## config.mk

```make
export PLATFORM = sky130hd
export DESIGN_NAME = banyan_trig_ctl
export DESIGN_NICKNAME = d
export VERILOG_FILES = /design/src/rtl/banyan_trig_pkg.sv /design/src/rtl/trig_sync_edge.sv /design/src/rtl/banyan_trig_ctl.sv
export SDC_FILE = /design/constraint.sdc
export NUM_CORES = 1
export LEC_CHECK = 0
export ABC_AREA = 1
export BUFFER_PORTS_ARGS = -buffer_cell sky130_fd_sc_hd__buf_4
export CAP_MARGIN = 20
export CORE_MARGIN = 2
export CORE_UTILIZATION = 35
export DETAILED_ROUTE_END_ITERATION = 8
export GPL_ROUTABILITY_DRIVEN = 0
export PLACE_DENSITY = 0.58
export SYNTH_ARGS = -nofsm -noshare
export SYNTH_HDL_FRONTEND = slang
export SYNTH_SLANG_ARGS = --single-unit
```

## constraint.sdc

```tcl
create_clock -name adc_clk -period 5.68 [get_ports adc_clk]
set_clock_uncertainty 0.05 [all_clocks]
set_input_delay 1.136 -clock adc_clk [delete_from_list [all_inputs] [get_ports adc_clk]]
set_output_delay 1.136 -clock adc_clk [all_outputs]
set_load 0.1 [all_outputs]
```

## src/rtl/banyan_trig_pkg.sv

```systemverilog
// Shared state encoding for the banyan capture-trigger sequencer.
// The localparam codes mirror the status register field read by the host.
package banyan_trig_pkg;

  typedef enum logic [1:0] {
    ST_IDLE  = 2'd0,
    ST_ARMED = 2'd1,
    ST_DELAY = 2'd2,
    ST_RUN   = 2'd3
  } trig_state_t;

  localparam logic [1:0] STATE_CODE_IDLE  = 2'd0;
  localparam logic [1:0] STATE_CODE_ARMED = 2'd1;
  localparam logic [1:0] STATE_CODE_DELAY = 2'd2;
  localparam logic [1:0] STATE_CODE_RUN   = 2'd3;

endpackage

```

## src/rtl/trig_sync_edge.sv

```systemverilog
// Two-flop synchronizer for the asynchronous trigger pin followed by a
// rising-edge detector; edge_o is a single adc_clk-cycle pulse.
module trig_sync_edge (
  input  logic clk,
  input  logic rst,
  input  logic sig_i,
  output logic edge_o
);

  logic meta_q;
  logic sync_q;
  logic prev_q;

  always_ff @(posedge clk or posedge rst) begin
    if (rst) begin
      meta_q <= 1'b0;
      sync_q <= 1'b0;
      prev_q <= 1'b0;
    end else begin
      meta_q <= sig_i;
      sync_q <= meta_q;
      prev_q <= sync_q;
    end
  end

  assign edge_o = sync_q & ~prev_q;

endmodule

```

## src/rtl/banyan_trig_ctl.sv

```systemverilog
// Arm / external-trigger / delay / run sequencer driving banyan_mem reset and run.
// Every entry into RUN (including force restarts) emits one mem_reset pulse.
module banyan_trig_ctl
  import banyan_trig_pkg::*;
#(
  parameter int dw_delay = 16,
  parameter int dw_count = 16
) (
  input  logic                adc_clk,
  input  logic                rst,
  input  logic                force_i,
  input  logic                arm_i,
  input  logic                disarm_i,
  input  logic                ext_trig_en_i,
  input  logic                ext_trig_i,
  input  logic [dw_delay-1:0] trig_delay_i,
  input  logic                data_valid_i,
  input  logic                rollover_i,
  output logic                mem_reset_o,
  output logic                mem_run_o,
  output logic                run_s_o,
  output logic [1:0]          state_o,
  output logic                done_o,
  output logic [dw_count-1:0] trig_count_o
);

  trig_state_t         state_q, state_d;
  logic [dw_delay-1:0] dly_q, dly_d;
  logic [dw_count-1:0] trig_count_q, trig_count_d;
  logic                mem_reset_q;
  logic                mem_run_q, mem_run_d;
  logic                run_s_q;
  logic                done_q, done_d;
  logic                enter_run;
  logic                set_done;
  logic                clr_done;
  logic                ext_edge;

  // data_valid gating of run happens inside banyan_mem; it is not used here.
  logic unused_data_valid;
  assign unused_data_valid = data_valid_i;

  trig_sync_edge u_sync (
    .clk    (adc_clk),
    .rst    (rst),
    .sig_i  (ext_trig_i),
    .edge_o (ext_edge)
  );

  // Event priority: force > disarm > rollover > ext edge / delay expiry > arm.
  always_comb begin
    state_d   = state_q;
    dly_d     = dly_q;
    enter_run = 1'b0;
    set_done  = 1'b0;
    clr_done  = 1'b0;
    unique case (state_q)
      ST_IDLE: begin
        if (force_i) begin
          enter_run = 1'b1;
        end else if (arm_i) begin
          clr_done = 1'b1;
          if (ext_trig_en_i) state_d = ST_ARMED;
          else               enter_run = 1'b1;
        end
      end
      ST_ARMED: begin
        if (force_i) begin
          enter_run = 1'b1;
        end else if (disarm_i) begin
          state_d = ST_IDLE;
        end else if (ext_edge) begin
          if (trig_delay_i == '0) begin
            enter_run = 1'b1;
          end else begin
            dly_d   = trig_delay_i;
            state_d = ST_DELAY;
          end
        end
      end
      ST_DELAY: begin
        if (force_i)                           enter_run = 1'b1;
        else if (disarm_i)                     state_d   = ST_IDLE;
        else if (dly_q <= dw_delay'(1))        enter_run = 1'b1;
        else                                   dly_d     = dly_q - dw_delay'(1);
      end
      ST_RUN: begin
        if (force_i) begin
          enter_run = 1'b1;
        end else if (disarm_i) begin
          state_d = ST_IDLE;
        end else if (rollover_i) begin
          state_d  = ST_IDLE;
          set_done = 1'b1;
        end
      end
    endcase

    if (enter_run) state_d = ST_RUN;
  end

  // run is withheld during the reset pulse cycle so each fill starts clean.
  assign mem_run_d    = (state_d == ST_RUN) && !enter_run;
  assign trig_count_d = enter_run ? trig_count_q + dw_count'(1) : trig_count_q;
  assign done_d       = set_done ? 1'b1 : ((enter_run || clr_done) ? 1'b0 : done_q);

  always_ff @(posedge adc_clk or posedge rst) begin
    if (rst) begin
      state_q      <= ST_IDLE;
      mem_reset_q  <= 1'b0;
      mem_run_q    <= 1'b0;
      run_s_q      <= 1'b0;
      done_q       <= 1'b0;
      trig_count_q <= '0;
    end else begin
      state_q      <= state_d;
      mem_reset_q  <= enter_run;
      mem_run_q    <= mem_run_d;
      run_s_q      <= mem_run_d | mem_run_q;
      done_q       <= done_d;
      trig_count_q <= trig_count_d;
    end
  end

  // The delay counter is only meaningful in DELAY, where it is always loaded first.
  always_ff @(posedge adc_clk) begin
    dly_q <= dly_d;
  end

  assign mem_reset_o  = mem_reset_q;
  assign mem_run_o    = mem_run_q;
  assign run_s_o      = run_s_q;
  assign state_o      = state_q;
  assign done_o       = done_q;
  assign trig_count_o = trig_count_q;

endmodule

```

==> impl_metrics.tcl <==
set metrics [dict create \
    outcome "complete, no violations" \
    maxCapViolations 0 \
    nets 392 \
    ys_types 27 \
    drv_slew 0 \
    cts.repair.resized 0 \
    io_pins 47 \
    vias_per_cell 4.84 \
    drive_gt1_frac 0.169 \
    vias 2135 \
    grt.overflow.total 0 \
    worstPathArrival_ns 3.01 \
    firstDrtPassIters 4 \
    p_int_mw 0.647 \
    insertion_delay_ns 0.31 \
    synth_edf_count 16 \
    finalSetupViolations 0 \
    ys_warn_count 0 \
    cts_tree "yes" \
    power_switching_mw 0.565 \
    die_y_um 87.4 \
    leakage_nw 1.44 \
    die-area_um2 7640 \
    initial_core_util 0.361 \
    cp-start-kind "flip-flop" \
    cts_root_buffer "clkbuf_8" \
    wl_per_cell_um 12.7 \
    fp.coreArea_um2 6760 \
    critPathMaxFanout 21 \
    drtIter0Drc 110 \
    power_density_nw_per_um2 406 \
    seq_area_frac_synth 0.454 \
    synthesis.area_um2 2440 \
    grt_antenna_before_repair 0 \
    die_w_um 87.4 \
    vdd_ir_drop_max_v 0.000351 \
    rows 30 \
    swShare 0.466 \
    fin_hold_ws_ns 0.306 \
    grt_max_degree 26 \
    h-tree-depth 2 \
    max_slew.worst_pin.slew_ns 0.752 \
    seq_power_share 0.342 \
    ctsLongestPathBuffers 2 \
    finalCriticalPeriod_ns 2.82 \
    period_share 0.496 \
    postSynthAreaPerCell_um2 7.76 \
    syn_inst 314 \
    worstSetupPathType "reg2reg" \
    max_freq_mhz 355 \
    hold_buffers 0 \
    cts_setup_buffers 0 \
    rsz0062_at_grt "no" \
    grt_pass1_vias 1995 \
    grt_usage 0.158 \
    slew_headroom 0.498 \
    synth-seq-cells 41 \
    p_comb_frac 0.446 \
    port-buffer-count 45 \
    grt_pass1_wl_um 9300 \
    cp.required_ns 5.87 \
    yosys_most_used_dff "dfrtp_1" \
    crit_path_end_kind "flip-flop" \
    syn_nets 346 \
    dp_hpwl_um 4020 \
    drc_errors 0 \
    syn_to_final_growth_pct 22.4 \
    cts_sinks 41 \
    final.setup.tns_ns 0 \
    antenna_cells 0 \
    cts_buffers 5 \
    async_reset_ff_frac 0.610 \
    drtAntennaViolNets 0 \
    finalHoldViolations 0 \
    hold_path.class "reg2reg" \
    clkSlewWorstSetupHoldPaths_ns 0.09 \
    power.share.clock 0.212 \
    wl_um 5600 \
]
## stage by stage
step                 util  area, um2  worst slack, ns  power (mW)  std cells
finish              0.441       2980             2.86        1.21        441
detailed placement  0.420       2840             2.84       0.962        432
CTS                 0.437       2960             2.81        1.22        440
global placement    0.420       2840             2.81       0.959        432
floorplan               -       2440             2.73       0.839        314
global route        0.441       2980             2.53        1.29        441
## critical path: stages (launching register included)
cell     delay (ns)
dfrtp_1        0.42
inv_1          0.15
ha_1           0.55
inv_2          0.29
nor2_1         0.15
nand2_1        0.06
nor2_1         0.10
nand2_1        0.08
nand2_1        0.09
nand2_1        0.06
nand2_2        0.07
nand2_4        0.14
nand2_2        0.37
nand2_1        0.10
nand2_1        0.07
## power groups by stage
stage | sequential, mW | clock, mW | combinational, mW
after floorplan | 0.631 | 0 | 0.208
after global placement | 0.421 | 0 | 0.538
after detailed placement | 0.420 | 0 | 0.542
after CTS | 0.414 | 0.266 | 0.543
after global routing | 0.423 | 0.274 | 0.591
final | 0.414 | 0.257 | 0.541
## cells in the mapped netlist (all sizes together), types with 7 or more instances
cell type,count,area (um2)
o21ai,14,70.1
nand3,30,150
nand2,87,339
xnor2,7,61.3
inv,29,109
a21oi,7,35.0
dfrtp,25,626
xor2,13,114
ha,7,87.6
nor2,51,191
edfxtp,16,480
## routing by layer
metal,wire length [um],part of all wire,global-route usage
met2,2560,0.46,0.244
met4,94,0.017,0.0615
met1,2630,0.47,0.210
met5,0,0,0
met3,312,0.056,0.0417
## cell usage in the layout (no fill, tap or decap), drive strengths merged
cell type / instances
nor4: 1
bufinv: 1
inv: 29
xor2: 13
nand2: 87
nor2: 51
and3: 1
buf: 47
nand3: 30
or2: 2
nor3: 3
nand4: 4
o21bai: 2
o21ai: 14
ha: 7
clkbuf: 6
xnor2: 7
clkinvlp: 1
o31ai: 1
a21oi: 7
nand3b: 1
dfrtp: 25
edfxtp: 16
a31oi: 5
## layout make-up
cell class	count	area, um2
Fill cell	726	3770
Multi-Input combinational cell	236	1170
Sequential cell	41	1110
Timing Repair Buffer	47	373
Inverter	29	109
Tap cell	80	100
Clock buffer	6	82.6
Clock inverter	2	37.5
## final timing paths
path,from,end,slack (ns),cells after the start
max,state_o[0],trig_count_o[0],2.86,14
min,u_sync.meta_q,u_sync.sync_q,0.31,0
max reg2reg,state_o[0],trig_count_o[0],2.86,14
min reg2reg,u_sync.meta_q,u_sync.sync_q,0.31,0
max in group asynchronous,rst,trig_count_o[1],4.50,3
min in group asynchronous,rst,u_sync.meta_q,0.70,2
## cell families after synthesis
group,share of synthesized area
simple gates,0.309
xor+xnor,0.0719
fa+ha+maj,0.0360
buf+inv,0.0637
compound gates,0.0652
flops,0.454
Power figures use the tool's default switching activity.
